## src/rtl/alu_unit_if.sv

```systemverilog
// Operand/result bus between the operand mux side and the ALU stage.
interface alu_unit_if #(
  parameter int unsigned WIDTH = 16
);
  logic [WIDTH-1:0] busIn;
  logic             loadA;
  logic             start;
  logic [2:0]       op;
  logic             busy;
  logic             done;
  logic [WIDTH-1:0] regR;
  logic             zero;
  logic             negative;
  logic             carry;

  // Driver side: operand mux / sequencer
  modport master (
    output busIn, loadA, start, op,
    input  busy, done, regR, zero, negative, carry
  );

  // ALU side
  modport slave (
    input  busIn, loadA, start, op,
    output busy, done, regR, zero, negative, carry
  );
endinterface

```

## src/rtl/alu_unit.sv

```systemverilog
// Sequential ALU stage: single-cycle logic/arithmetic ops plus an iterative
// shift-add multiply. Result lands in R, which feeds back to the operand mux.
module alu_unit #(
  parameter int unsigned WIDTH = 16
) (
  input  logic       clk,
  input  logic       rst_n,
  alu_unit_if.slave  bus
);

  localparam int unsigned CntW  = $clog2(WIDTH);
  localparam int unsigned ProdW = 2 * WIDTH;
  localparam logic [CntW-1:0] CntLast = CntW'(WIDTH - 1);

  localparam logic [2:0] OpAdd = 3'b000;
  localparam logic [2:0] OpSub = 3'b001;
  localparam logic [2:0] OpAnd = 3'b010;
  localparam logic [2:0] OpOr  = 3'b011;
  localparam logic [2:0] OpXor = 3'b100;
  localparam logic [2:0] OpShl = 3'b101;
  localparam logic [2:0] OpShr = 3'b110;
  localparam logic [2:0] OpMul = 3'b111;

  typedef enum logic [0:0] {StIdle, StMul} state_e;

  state_e           r_state, w_state_nxt;
  logic [WIDTH-1:0] r_a, w_a_nxt;
  logic [WIDTH-1:0] r_r, w_r_nxt;
  logic             r_zero, w_zero_nxt;
  logic             r_neg, w_neg_nxt;
  logic             r_carry, w_carry_nxt;
  logic             r_done, w_done_nxt;
  logic [ProdW-1:0] r_mcand, w_mcand_nxt;
  logic [WIDTH-1:0] r_mplier, w_mplier_nxt;
  logic [ProdW-1:0] r_acc, w_acc_nxt;
  logic [CntW-1:0]  r_cnt, w_cnt_nxt;

  logic [WIDTH:0]   w_sum;
  logic [WIDTH:0]   w_diff;
  logic [CntW-1:0]  w_shamt;
  logic [WIDTH-1:0] w_alu_res;
  logic             w_alu_carry;
  logic [ProdW-1:0] w_addend;
  logic [ProdW-1:0] w_acc_step;

  // Single-cycle result of A op busIn
  always_comb begin
    w_sum       = {1'b0, r_a} + {1'b0, bus.busIn};
    // A + ~B + 1: top bit set means no borrow, i.e. A >= B unsigned
    w_diff      = {1'b0, r_a} + {1'b0, ~bus.busIn} + {{WIDTH{1'b0}}, 1'b1};
    w_shamt     = bus.busIn[CntW-1:0];
    w_alu_res   = '0;
    w_alu_carry = 1'b0;
    case (bus.op)
      OpAdd: begin
        w_alu_res   = w_sum[WIDTH-1:0];
        w_alu_carry = w_sum[WIDTH];
      end
      OpSub: begin
        w_alu_res   = w_diff[WIDTH-1:0];
        w_alu_carry = w_diff[WIDTH];
      end
      OpAnd:   w_alu_res = r_a & bus.busIn;
      OpOr:    w_alu_res = r_a | bus.busIn;
      OpXor:   w_alu_res = r_a ^ bus.busIn;
      OpShl:   w_alu_res = r_a << w_shamt;
      OpShr:   w_alu_res = r_a >> w_shamt;
      default: w_alu_res = '0; // MUL is handled by the iterative path
    endcase
  end

  // One shift-add multiply step for the current counter value
  always_comb begin
    w_addend   = r_mplier[r_cnt] ? (r_mcand << r_cnt) : '0;
    w_acc_step = r_acc + w_addend;
  end

  // Next-state and register update selection
  always_comb begin
    w_state_nxt  = r_state;
    w_a_nxt      = r_a;
    w_r_nxt      = r_r;
    w_zero_nxt   = r_zero;
    w_neg_nxt    = r_neg;
    w_carry_nxt  = r_carry;
    w_done_nxt   = 1'b0;
    w_mcand_nxt  = r_mcand;
    w_mplier_nxt = r_mplier;
    w_acc_nxt    = r_acc;
    w_cnt_nxt    = r_cnt;
    unique case (r_state)
      StIdle: begin
        if (bus.start) begin
          // start takes priority; a coincident loadA is dropped
          if (bus.op == OpMul) begin
            w_mcand_nxt  = {{WIDTH{1'b0}}, r_a};
            w_mplier_nxt = bus.busIn;
            w_acc_nxt    = '0;
            w_cnt_nxt    = '0;
            w_state_nxt  = StMul;
          end else begin
            w_r_nxt     = w_alu_res;
            w_zero_nxt  = (w_alu_res == '0);
            w_neg_nxt   = w_alu_res[WIDTH-1];
            w_carry_nxt = w_alu_carry;
            w_done_nxt  = 1'b1;
          end
        end else if (bus.loadA) begin
          w_a_nxt = bus.busIn;
        end
      end
      StMul: begin
        w_acc_nxt = w_acc_step;
        w_cnt_nxt = r_cnt + 1'b1;
        // Last step writes R straight from the final sum, saving a cycle
        if (r_cnt == CntLast) begin
          w_r_nxt     = w_acc_step[WIDTH-1:0];
          w_zero_nxt  = (w_acc_step[WIDTH-1:0] == '0);
          w_neg_nxt   = w_acc_step[WIDTH-1];
          w_carry_nxt = |w_acc_step[ProdW-1:WIDTH];
          w_done_nxt  = 1'b1;
          w_state_nxt = StIdle;
        end
      end
      default: w_state_nxt = StIdle;
    endcase
  end

  // State registers with synchronous active-low reset
  always_ff @(posedge clk) begin
    if (!rst_n) begin
      r_state  <= StIdle;
      r_a      <= '0;
      r_r      <= '0;
      r_zero   <= 1'b0;
      r_neg    <= 1'b0;
      r_carry  <= 1'b0;
      r_done   <= 1'b0;
      r_mcand  <= '0;
      r_mplier <= '0;
      r_acc    <= '0;
      r_cnt    <= '0;
    end else begin
      r_state  <= w_state_nxt;
      r_a      <= w_a_nxt;
      r_r      <= w_r_nxt;
      r_zero   <= w_zero_nxt;
      r_neg    <= w_neg_nxt;
      r_carry  <= w_carry_nxt;
      r_done   <= w_done_nxt;
      r_mcand  <= w_mcand_nxt;
      r_mplier <= w_mplier_nxt;
      r_acc    <= w_acc_nxt;
      r_cnt    <= w_cnt_nxt;
    end
  end

  assign bus.regR     = r_r;
  assign bus.zero     = r_zero;
  assign bus.negative = r_neg;
  assign bus.carry    = r_carry;
  assign bus.done     = r_done;
  assign bus.busy     = (r_state == StMul);

endmodule

```

## src/flat_wrapper.sv

```systemverilog
// flat-port wrapper written by rule: the top's interface ports become plain ports
module alu_unit_flat 
#(
  parameter int unsigned WIDTH = 16
)
  (clk, rst_n, bus_busIn, bus_loadA, bus_start, bus_op, bus_busy, bus_done, bus_regR, bus_zero, bus_negative, bus_carry);
  alu_unit_if #(.WIDTH(WIDTH)) bus_i ();
  input  logic clk;
  input  logic rst_n;
  input wire logic [$bits(bus_i.busIn)-1:0] bus_busIn;
  input wire logic [$bits(bus_i.loadA)-1:0] bus_loadA;
  input wire logic [$bits(bus_i.start)-1:0] bus_start;
  input wire logic [$bits(bus_i.op)-1:0] bus_op;
  output wire logic [$bits(bus_i.busy)-1:0] bus_busy;
  output wire logic [$bits(bus_i.done)-1:0] bus_done;
  output wire logic [$bits(bus_i.regR)-1:0] bus_regR;
  output wire logic [$bits(bus_i.zero)-1:0] bus_zero;
  output wire logic [$bits(bus_i.negative)-1:0] bus_negative;
  output wire logic [$bits(bus_i.carry)-1:0] bus_carry;
  assign bus_i.busIn = bus_busIn;
  assign bus_i.loadA = bus_loadA;
  assign bus_i.start = bus_start;
  assign bus_i.op = bus_op;
  assign bus_busy = bus_i.busy;
  assign bus_done = bus_i.done;
  assign bus_regR = bus_i.regR;
  assign bus_zero = bus_i.zero;
  assign bus_negative = bus_i.negative;
  assign bus_carry = bus_i.carry;
  alu_unit #(.WIDTH(WIDTH)) u_core (.clk(clk), .rst_n(rst_n), .bus(bus_i));
endmodule
```

## config.mk

```make
export PLATFORM = sky130hd
export DESIGN_NAME = alu_unit_flat
export DESIGN_NICKNAME = d
export VERILOG_FILES = /design/src/rtl/alu_unit_if.sv /design/src/rtl/alu_unit.sv /design/src/flat_wrapper.sv
export SDC_FILE = /design/constraint.sdc
export NUM_CORES = 1
export LEC_CHECK = 0
export BUFFER_PORTS_ARGS = -buffer_cell sky130_fd_sc_hd__buf_2
export CAP_MARGIN = 0
export CORE_MARGIN = 2
export CORE_UTILIZATION = 45
export CTS_CLUSTER_DIAMETER = 120
export DETAILED_ROUTE_END_ITERATION = 10
export GPL_TIMING_DRIVEN = 0
export HOLD_SLACK_MARGIN = 0.03
export PLACE_DENSITY_LB_ADDON = 0.08
export SLEW_MARGIN = 20
export SYNTH_ARGS = -nofsm -noshare
export SYNTH_HDL_FRONTEND = slang
export SYNTH_SLANG_ARGS = --single-unit
```

## constraint.sdc

```tcl
create_clock -name clk -period 5.5 [get_ports clk]
set_input_delay 0.55 -clock clk [delete_from_list [all_inputs] [get_ports clk]]
set_output_delay 0.55 -clock clk [all_outputs]
set_load 0.005 [all_outputs]
```

==> flow_results.org <==
** Pwr
- Maximum resistive drop on vdd :: ~0.12 mV
- Pwr dens :: approximately 170 nW/µm²
- Summing internal, switching and leakage power gives between 1.5 and 2 mW.
- Leakage :: 4.30 nW

** Yosys
- Share of flip-flops with an asynchronous set or reset after synthesis :: 0
- In this run, synthesis produced a sequential element count of between 100 and 150.
- Of the post-synthesis cell area, the dominant cell type holds 0.202.
- The largest total area in the synthesized netlist belongs to sky130_fd_sc_hd__dfxtp_1.
- The commonest cells after synthesis are 189 x sky130_fd_sc_hd__nand2_1, 113 x sky130_fd_sc_hd__nor2_1, 104 x sky130_fd_sc_hd__dfxtp_1, 81 x sky130_fd_sc_hd__ha_1, 80 x sky130_fd_sc_hd__clkbuf_1.
- Sequential element share of the synthesized area :: 0.202
- In the synthesized netlist, the number of instances is between 1,000 and 1,500.
- The Yosys step of the flow raised 0 warnings.
- Net count after synthesis :: roughly 1,400
- Average cell area after synthesis :: 7.74 µm²
- Post-synth cell types :: between 80 and 90
- The most used flip-flop cell after synthesis is sky130_fd_sc_hd__dfxtp_1.
- In the post-synthesis netlist, the biggest area contributors are sky130_fd_sc_hd__dfxtp_1 20%, sky130_fd_sc_hd__ha_1 9.8%, sky130_fd_sc_hd__nand2_1 6.9%.
- Cell Area, Synth :: slightly above 10,000 µm²
- The synthesized design contains 0 enable-type register cells.
- sky130_fd_sc_hd__nand2_1 is the most common cell in the netlist.

** Clock tree
- Cts bufs inserted :: 9
- CTS saw ~100 sinks.
- Clock-pin slew was measured on the worst setup and hold paths at 80 ps.
- Number of buffers inserted for hold repair after clock tree synthesis :: 0
- Clock tree from TritonCTS :: built
- H-tree depth :: 3
- Number of buffers added for setup after CTS :: 0
- Clk Latency, worst-skew pair :: between 300 and 400 ps
- Root Buffer Master :: sky130_fd_sc_hd__clkbuf_16
- Largest buffer count on any clock path :: 2

** Drt
- Met3 wire len :: roughly 2300 µm
- Detailed routing inserted a total of between 10,000 and 15,000 vias.
- After detailed routing, the wire length on met1 is between 15,000 and 20,000 µm.
- The first detailed-routing pass ran for 5 iterations.
- Routed length on met2 :: approximately 17,000 µm
- Vias per Instance :: approximately 6.1
- Routed length per placed instance :: 22.1 µm
- After the first detailed-routing iteration, the DRC count stood at a little over 900.
- DR top layer :: met5
- Wires add up to around 37,000 µm.
- Once detail routing completed, the nets flagged for antenna violations numbered 0.
- DRC violation count after routing :: 0

** Timing
- Final Max Tran Viols :: 0
- Hold timing on the final database bottoms out at a slack of about 460 ps.
- Static timing analysis puts the maximum clock frequency at roughly 190 MHz.
- Least setup slack across all paths after layout :: between 150 and 200 ps
- Setup Total Neg Slack :: 0 ps
- Max Clock Skew :: between 10 and 15 ps
- The hold violation total from the final report was 0.
- Final period demand of the worst path :: between 5000 and 6000 ps
- Setup violations remaining at the end of the flow were counted as 0.
- In the finished design, the share of the clock period the worst path needs comes to 0.966.
- Remaining max-slew budget at the tightest pin :: 0.357
- At the pin with the least slew margin, the transition time is 963 ps.

** Critical path
- Termination of the worst setup path :: u_core.bus.carry$_SDFFE_PN0P_
- The largest individual stage delay along the critical path comes from the cell sky130_fd_sc_hd__or4_4.
- Register-to-Register Path Depth :: 17
- Capture instance of the worst register-to-register path :: u_core.bus.carry$_SDFFE_PN0P_
- Setup slack of the worst register-to-register path :: around 190 ps
- Cell class contributing the biggest share of worst-path delay :: compound AO/OA/AOI/OAI gates
- The critical path in this run is classified as reg -> reg.
- Crit path buffers/inverters :: 2
- Traced cell by cell, the critical path runs through clkbuf_4 -> clkbuf_4 -> mux4_2 -> and2_1 -> a31oi_1 -> a211oi_2 -> ha_1 -> a21oi_1 -> o21ai_0 -> a311o_1 -> a41oi_4 -> o21ai_2 -> xor2_1 -> or4_4 -> nor4_4 -> or4b_1 -> o41a_1.
- Tracing the worst setup path back leads to its startpoint at u_core.r_cnt[0]$_SDFFE_PN0P_.
- Data on the critical path is required at its endpoint by between 5000 and 6000 ps.
- Cell repeated most along the worst path :: sky130_fd_sc_hd__clkbuf_4
- Top fanout value on the critical path :: 10
- Kind of start point of the critical path :: register
- Critical R2R Launch :: u_core.r_cnt[0]$_SDFFE_PN0P_
- Sort of element at the end of the critical path :: register
- WP data arrival :: between 5000 and 6000 ps
- For this run, the slowest stage of the critical path takes approximately 560 ps.
- Critical Path Stages :: 17

** Placement
- Worst setup timing slack at the placement stage :: -616 ps
- Once placement completed, the tool counted placed cells totaling about 1,700.
- Final weighted congestion of routability-driven global placement :: slightly above 1
- IO Port Bufs :: 42
- Half-perimeter wire length after detailed placement :: a little under 30,000 µm

** Floorplanning
- 44 I/O pins were placed.
- Overall die area :: 24,100 µm²
- The core region is 22,600 µm².
- Die width :: 155 µm
- Initial Util :: 0.456
- Measured along the y axis, the die boundary spans between 150 and 200 µm.
- Number of rows in the core area :: 55

** Status
- Status :: complete, no violations

** Cells and area
- Layout net count :: between 1,000 and 1,500
- Share of layout cells above drive strength 1 :: 0.114
- Compared with the post-synthesis result, the final layout area differs by 9.34%.
- The filler cells instantiated in the layout total roughly 2,300.
- The count of cells in the finished layout, fillers not included, comes to about 1,700.

** Global routing
- Maximum number of pins on one net before global-route repair :: 19
- Total routing resource utilization after global routing :: 0.306
- After global routing the overflow that remains totals 0.
- Number of antenna violations at the first check in global routing :: 2
- The number of global-route vias before repair came to approximately 9,900.
- First-pass GRT wire length :: 57,000 µm

** Run
- Total of max-cap violations :: 0

** Min path
- In this run the worst hold path is classified as reg -> reg.
[cells in the final DEF, fill, tap and decap left out, types with 23 or more instances in the layout]
master,count
sky130_fd_sc_hd__nand2_1,187
sky130_fd_sc_hd__nor2_1,113
sky130_fd_sc_hd__dfxtp_1,103
sky130_fd_sc_hd__ha_1,81
sky130_fd_sc_hd__a21oi_1,79
sky130_fd_sc_hd__clkbuf_1,71
sky130_fd_sc_hd__a21boi_0,66
sky130_fd_sc_hd__o21ai_0,54
sky130_fd_sc_hd__inv_1,52
sky130_fd_sc_hd__buf_2,49
sky130_fd_sc_hd__mux2i_1,43
sky130_fd_sc_hd__nor2b_1,35
sky130_fd_sc_hd__a22oi_1,35
sky130_fd_sc_hd__mux4_2,29
sky130_fd_sc_hd__xnor2_1,24
sky130_fd_sc_hd__o211ai_1,23
[sequential cells by signal, indices dropped and copies added, names as in the netlist, 4 cells and up]
register	count
u_core.r_acc	32
u_core.r_mcand	16
u_core.r_mplier	16
u_core.bus.regR	16
u_core.r_a	16
u_core.r_cnt	4
[worst register-to-register path: cells and delay by family, from the launching register on]
kind | cells | cell delay [ps]
DFF | 1 | 340
buffers and inverters | 2 | 470
AOI/OAI and AO/OA | 8 | 1880
adders and majority gates | 1 | 390
muxes | 1 | 540
xor gates and xnor gates | 1 | 190
and+or+nand+nor | 4 | 1400
[through the flow]
step	area, µm²	util
global placement	10900	0.481
global route	11300	0.498
detailed placement	10900	0.481
floorplan	10300	-
CTS	11200	0.496
finish	11300	0.498
[worst min-delay path by stage]
stage	start	end	depth (start not counted)
2_1_floorplan	u_core.r_mplier[12]$_SDFFE_PN0P_	u_core.r_mplier[12]$_SDFFE_PN0P_	2
3_3_place_gp	u_core.bus.regR[4]$_SDFFE_PN0P_	u_core.bus.regR[4]$_SDFFE_PN0P_	2
3_5_place_dp	u_core.bus.regR[5]$_SDFFE_PN0P_	u_core.bus.regR[5]$_SDFFE_PN0P_	2
4_1_cts	u_core.r_mplier[6]$_SDFFE_PN0P_	u_core.r_mplier[6]$_SDFFE_PN0P_	2
5_1_grt	bus_busIn[6]	u_core.r_a[6]$_SDFFE_PN0P_	3
6_report	u_core.bus.regR[4]$_SDFFE_PN0P_	u_core.bus.regR[4]$_SDFFE_PN0P_	2
[cells by family (layout without fill, tap and decap cells)]
family / Yosys count / count (layout) / synth area share
compound gates: 403 / 403 / 0.271
xor+xnor: 45 / 45 / 0.0383
fa+ha+maj: 84 / 84 / 0.104
buf+inv: 152 / 209 / 0.0585
flops: 104 / 104 / 0.202
mux: 89 / 89 / 0.124
other cells: 0 / 1 / 0
simple gates: 452 / 452 / 0.202
[where the power goes]
part	leakage (nW)	internal, mW	switching (mW)
clock	0.147	0.372	0.325
combinational	3.31	0.162	0.299
sequential	0.843	0.771	0.0197
total	4.30	1.31	0.643
[area by class of cell]
type	instances	area (µm²)	area share
sequential	104	2080	0.185
clock inverter	6	73.8	0.00656
clock buffer	10	239	0.0212
antenna	1	2.50	0.000222
tap	285	357	0.0317
buffer	95	408	0.0363
timing repair buffer	42	210	0.0187
inverter	56	210	0.0187
multi-input combinational	1073	7670	0.681
[timing repair]
item | in CTS | in global routing
pin swaps | 0 | 2
cloned | 0 | 0
endpoints found under the setup margin | 1 | 1
resized for setup | 14 | 20
hold endpoints to repair | 0 | 0
[per-layer routing]
layer,up-vias,track usage
li1,4913,-
met1,4892,0.409
met2,366,0.486
met3,79,0.0546
met4,2,0.131
met5,-,0
No activity file was read; power rests on OpenSTA's default activity.
